===== src/rtl/alu_serial_seq.sv =====
// Bit-serial sequencer driving a single 1-bit ALU slice, LSB first, WIDTH cycles per op.
// Optional SLT support (opcode 0111) is enabled by defining ALU_SERIAL_SLT_EN.
module alu_serial_seq #(
  parameter int WIDTH = 64
) (
  input  logic             clk,
  input  logic             reset,
  input  logic             start,
  input  logic [WIDTH-1:0] a_in,
  input  logic [WIDTH-1:0] b_in,
  input  logic [3:0]       alu_op,
  output logic             busy,
  output logic             done,
  output logic             illegal,
  output logic [WIDTH-1:0] result,
  output logic             zero,
  output logic             carry_out,
  output logic             slice_a,
  output logic             slice_b,
  output logic             slice_cin,
  output logic [3:0]       slice_op,
  input  logic             slice_result,
  input  logic             slice_cout
);

  localparam int CNT_W = $clog2(WIDTH);

  localparam logic [3:0] OP_AND = 4'b0000;
  localparam logic [3:0] OP_OR  = 4'b0001;
  localparam logic [3:0] OP_ADD = 4'b0010;
  localparam logic [3:0] OP_SUB = 4'b0110;
  localparam logic [3:0] OP_SLT = 4'b0111;
  localparam logic [3:0] OP_NOR = 4'b1100;

`ifdef ALU_SERIAL_SLT_EN
  localparam bit SLT_EN = 1'b1;
`else
  localparam bit SLT_EN = 1'b0;
`endif

  typedef enum logic [1:0] {
    IDLE = 2'd0,
    RUN  = 2'd1,
    DONE = 2'd2
  } state_t;

  state_t             state_q, state_d;
  logic [WIDTH-1:0]   a_q, a_d;
  logic [WIDTH-1:0]   b_q, b_d;
  logic [3:0]         op_q, op_d;
  logic [CNT_W-1:0]   cnt_q, cnt_d;
  logic               carry_q, carry_d;
  logic [WIDTH-1:0]   shift_q, shift_d;
  logic [WIDTH-1:0]   result_q, result_d;
  logic               zero_q, zero_d;
  logic               cout_q, cout_d;
  logic               illegal_q, illegal_d;

  // Opcode decode for the incoming request and for the latched operation.
  logic op_in_ok;
  logic op_in_inv;
  logic op_arith;
  logic op_inv;
  logic op_slt;

  always_comb begin
    op_in_ok  = (alu_op == OP_AND) || (alu_op == OP_OR) || (alu_op == OP_ADD) ||
                (alu_op == OP_SUB) || (alu_op == OP_NOR) ||
                (SLT_EN && (alu_op == OP_SLT));
    op_in_inv = (alu_op == OP_SUB) || (alu_op == OP_SLT);
    op_arith  = (op_q == OP_ADD) || (op_q == OP_SUB) || (op_q == OP_SLT);
    op_inv    = (op_q == OP_SUB) || (op_q == OP_SLT);
    op_slt    = SLT_EN && (op_q == OP_SLT);
  end

  // One-hot bit select; drives operand muxing and result-bit insertion.
  logic [WIDTH-1:0] bit_sel;
  logic [WIDTH-1:0] shift_ins;

  generate
    for (genvar gi = 0; gi < WIDTH; gi++) begin : g_bit
      assign bit_sel[gi]   = (cnt_q == CNT_W'(gi));
      assign shift_ins[gi] = bit_sel[gi] ? slice_result : shift_q[gi];
    end
  endgenerate

  logic             running;
  logic             last_bit;
  logic             a_bit;
  logic             b_bit;
  logic [WIDTH-1:0] final_res;
  logic             slt_bit;

  always_comb begin
    running  = (state_q == RUN);
    last_bit = (cnt_q == CNT_W'(WIDTH - 1));
    a_bit    = |(a_q & bit_sel);
    b_bit    = |(b_q & bit_sel);
    // Signed less-than: sum sign XOR overflow (carry into MSB ^ carry out of MSB).
    slt_bit  = slice_result ^ carry_q ^ slice_cout;
    final_res = shift_ins;
    if (op_slt) begin
      final_res = {{(WIDTH-1){1'b0}}, slt_bit};
    end
  end

  always_comb begin
    state_d   = state_q;
    a_d       = a_q;
    b_d       = b_q;
    op_d      = op_q;
    cnt_d     = cnt_q;
    carry_d   = carry_q;
    shift_d   = shift_q;
    result_d  = result_q;
    zero_d    = zero_q;
    cout_d    = cout_q;
    illegal_d = illegal_q;

    case (state_q)
      IDLE: begin
        if (start) begin
          if (op_in_ok) begin
            a_d       = a_in;
            b_d       = b_in;
            op_d      = alu_op;
            cnt_d     = '0;
            carry_d   = op_in_inv;
            illegal_d = 1'b0;
            state_d   = RUN;
          end else begin
            illegal_d = 1'b1;
            result_d  = '0;
            zero_d    = 1'b1;
            cout_d    = 1'b0;
            state_d   = DONE;
          end
        end
      end
      RUN: begin
        shift_d = shift_ins;
        if (op_arith) begin
          carry_d = slice_cout;
        end
        cnt_d = cnt_q + CNT_W'(1);
        if (last_bit) begin
          cnt_d    = '0;
          result_d = final_res;
          zero_d   = ~|final_res;
          cout_d   = op_arith ? slice_cout : 1'b0;
          state_d  = DONE;
        end
      end
      DONE: begin
        state_d = IDLE;
      end
      default: begin
        state_d = IDLE;
      end
    endcase
  end

  always_ff @(posedge clk) begin
    if (reset) begin
      state_q   <= IDLE;
      a_q       <= '0;
      b_q       <= '0;
      op_q      <= '0;
      cnt_q     <= '0;
      carry_q   <= 1'b0;
      shift_q   <= '0;
      result_q  <= '0;
      zero_q    <= 1'b0;
      cout_q    <= 1'b0;
      illegal_q <= 1'b0;
    end else begin
      state_q   <= state_d;
      a_q       <= a_d;
      b_q       <= b_d;
      op_q      <= op_d;
      cnt_q     <= cnt_d;
      carry_q   <= carry_d;
      shift_q   <= shift_d;
      result_q  <= result_d;
      zero_q    <= zero_d;
      cout_q    <= cout_d;
      illegal_q <= illegal_d;
    end
  end

  // Slice drive is quiet outside RUN so the slice sees a benign AND of zeros.
  always_comb begin
    busy      = (state_q != IDLE);
    done      = (state_q == DONE);
    illegal   = illegal_q;
    result    = result_q;
    zero      = zero_q;
    carry_out = cout_q;
    slice_a   = running & a_bit;
    slice_b   = running & (b_bit ^ op_inv);
    slice_cin = running & carry_q;
    slice_op  = 4'b0000;
    if (running) begin
      slice_op = op_arith ? OP_ADD : op_q;
    end
  end

endmodule


===== config.mk =====
export PLATFORM = sky130hd
export DESIGN_NAME = alu_serial_seq
export DESIGN_NICKNAME = d
export VERILOG_FILES = /design/src/rtl/alu_serial_seq.sv
export SDC_FILE = /design/constraint.sdc
export NUM_CORES = 1
export LEC_CHECK = 0
export BUFFER_PORTS_ARGS = -buffer_cell sky130_fd_sc_hd__buf_2
export CAP_MARGIN = 20
export CORE_ASPECT_RATIO = 2
export CORE_MARGIN = 2
export CORE_UTILIZATION = 41
export CTS_CLUSTER_SIZE = 20
export DETAILED_ROUTE_END_ITERATION = 16
export SYNTH_ARGS = -nofsm -noshare
export SYNTH_HDL_FRONTEND = slang
export SYNTH_SLANG_ARGS = --single-unit
export TNS_END_PERCENT = 1

===== constraint.sdc =====
create_clock -name clk -period 3.54 [get_ports clk]
set_input_delay 0.354 -clock clk [delete_from_list [all_inputs] [get_ports clk]]
set_output_delay 0.354 -clock clk [all_outputs]
set_load 0.01 [all_outputs]

==> qor.csv <==
metric,value,unit
outcome,"finished, final reports clean",
switching power total,1.72,mW
cell types with the largest area share after synthesis,"dfxtp_1 44%, nand2_1 11%, a21oi_1 8.9%",
headroom to the max-slew limit,36.5,%
nets,1879,
mapped cell area,12200,µm²
Max VDD drop,0.000395,V
kind of path behind the tightest hold check,input pin to register,
time the final worst path needs with I/O delays and setup,3360,ps
total power density per cell area,465,nW/µm²
Die X,126,µm
Fmax achieved,298,MHz
core region area,29400,µm²
most common flop cell mapped by yosys,dfxtp_1,
fill count,3014,
largest net degree at the start of global routing,141,
fraction of power spent switching nets,25.2,%
vias in the first global route,11300,
Synth-to-Final Area Change,19.6,%
number of I/O port buffers,212,
Worst Hold End,a_q[34],
drt drc,0,
Setup Skew,21.3,ps
Critical Path Start,cnt_q[1],
end of the worst register-to-register path,zero,
Comb pwr share,9.8,%
aggregate global-route resource usage,25.6,%
number of setup violations in the final report,0,
post-route standard cell area excluding fillers,14600,µm²
gp weighted congestion,0.980,
row count,89,
WL per Instance,19.7,µm
count of distinct cell types in the synthesized netlist,64,
Detail Route Antenna Nets,0,
r2r startpoint,cnt_q[1],
Post-Synthesis Mean Instance Area,7.78,µm²
critical path type,register to output pin,
first-pass GRT wire length,63300,µm
"most common cell after layout, fill and taps aside",nand2_1,
clock-pin slew of the registers on the worst-case setup and hold paths,70,ps
Initial Util,41.6,%
depth of the worst register-to-register path,10,
"flops & latches, synth",272,
pins over their slew limit,0,
antenna diode instance count,0,
share of the synthesized area in the top cell type,44.5,%
Yosys top cell by area,dfxtp_1,
total nets after synthesis,1715,
number of hold violations in the final report,0,
sink count of the clock tree,272,
final HPWL from detailed placement,30100,µm
maximum clock insertion buffer count,3,
number of I/O pins,213,
sequential cell area in the final layout,5450,µm²
Synth warnings,0,
number of violations of the max-capacitance limit,0,
share of flip-flops with an asynchronous set or reset,0,%
Layout Utilization,49.8,%
CTS tree,done,
setup total negative slack,0,ps
residual overflow from global routing,0,
clk_lat worst skew,560,ps
final period utilization,94.9,%
Post-DP Area,13700,µm²
count of flip-flops with a built-in enable after synthesis,0,
most frequent cells in the layout,"349 x nand2_1, 268 x dfxtp_1, 217 x a21oi_1",
clock share of power,42.5,%
reported leakage power,5.81,nW
internal power of the cells,5.09,mW
instance count of the mapped netlist,1574,
drt pass-1 iters,7,
post-DR vias/cell,5.53,
final WL,41700,µm
die height,248,µm
cell depth of the worst hold path,3,
H-tree levels,1,
number of antenna violations at the first check in global routing,0,
start point of the worst hold path,a_in[34],
first-iteration detailed-routing DRC count,733,
biggest fanout along the worst timing path,10,
Pwr Total,6.81,mW
internal reg-to-reg setup slack,420,ps
pin slew with the least headroom to its limit,952,ps
die footprint,31300,µm²
setup repair after global routing missed its margin,false,
WP data required,3190,ps
TritonCTS buffer count,25,
fraction of layout cells with a size suffix above 1,20.6,%
Multi-input gate area,6140,µm²
number of vias after detailed routing,11700,
critical path endpoint category,output pin,
startpoint type of the worst setup path,register,
final hold slack,32.4,ps
part of the total power dissipated in sequential elements,47.6,%
critical path data arrival time,3000,ps
share of synthesized area occupied by flip-flops and latches,44.5,%
root buffer selected by CTS,clkbuf_16,
## power groups by stage
stage / registers (mW) / clock network (mW) / logic, mW
floorplan: 3.28 / 0 / 0.420
global placement: 3.31 / 0 / 0.656
detailed placement: 3.31 / 0 / 0.666
CTS: 3.24 / 2.94 / 0.668
global route: 3.25 / 3.05 / 0.734
finish: 3.24 / 2.90 / 0.669
## stage by stage
stage / worst slack (ps) / cells
final: 181 / 2120
after detailed placement: 347 / 2073
after floorplan: 1020 / 1574
after CTS: -22.8 / 2119
after global routing: 43.8 / 2120
after global placement: 363 / 2073
## state kept, by name (all words and copies together), names as in the netlist
register and count:
a_q 64, b_q 64, carry_out 1, carry_q 1
cnt_q 6, illegal 1, op_q 4, result 64
shift_q 64, state_q 2, zero 1
## worst max-delay path by stage
stage / to / slack, ps
floorplan: slice_b / 1020
global placement: slice_b / 360
detailed placement: slice_b / 350
CTS: slice_b / -20
global route: slice_a / 40
finish: slice_b / 180
## synth_stat cells (all sizes together), types with 5 or more instances
cell    count
a211oi     61
nand2b      6
nand3      27
nand2     350
nor2      162
nor3b       6
o21ai      27
clkbuf     96
nor3       66
and3b       8
a222oi      9
a31oi      11
buf        50
a221oi      8
mux2i      72
a22oi      23
a21oi     217
inv        15
and3        5
dfxtp     272
nand4      20
## layer usage
metal | up-vias | wire length [µm] | track usage, %
met4 | 0 | 1970 | 12.2
met3 | 102 | 1920 | 3.01
met1 | 5466 | 15800 | 29.1
met5 | - | 0 | 0
met2 | 377 | 22000 | 47.3
li1 | 5786 | - | -
## critical path: stages (launching register included)
cell and delay (ps):
dfxtp_1 350, inv_1 110, ha_2 310, nor3b_2 240
buf_4 270, a22oi_1 150, a21oi_1 190, o22ai_1 90
and4b_1 190, and4_1 200, nor3_2 160, buf_2 170
## cells by family after synthesis
| group | count (synthesis) | share of synthesized area, % |
|---|---|---|
| adders and majority gates | 4 | 0.409 |
| DFF | 272 | 44.5 |
| and+or+nand+nor | 671 | 23.6 |
| muxes | 74 | 6.10 |
| AOI/OAI and AO/OA | 390 | 19.5 |
| xor gates and xnor gates | 2 | 0.143 |
| buffers and inverters | 161 | 5.85 |
## what timing repair did
action,4_1_cts,5_1_grt
pin swaps,0,0
setup endpoints to repair,2,2
hold endpoints to repair,0,0
resized for setup,7,11
hold buffers,0,0
setup buffers,1,1
## area by class of cell
cell class / count / share of cell area [%]
clock buffer: 36 / 5.10
clock inverter: 9 / 0.863
inverter: 15 / 0.385
multi-input combinational: 1141 / 41.9
sequential: 272 / 37.2
tap: 364 / 3.11
timing repair buffer: 283 / 11.4
Note: power is estimated with default switching activity, not from simulation.
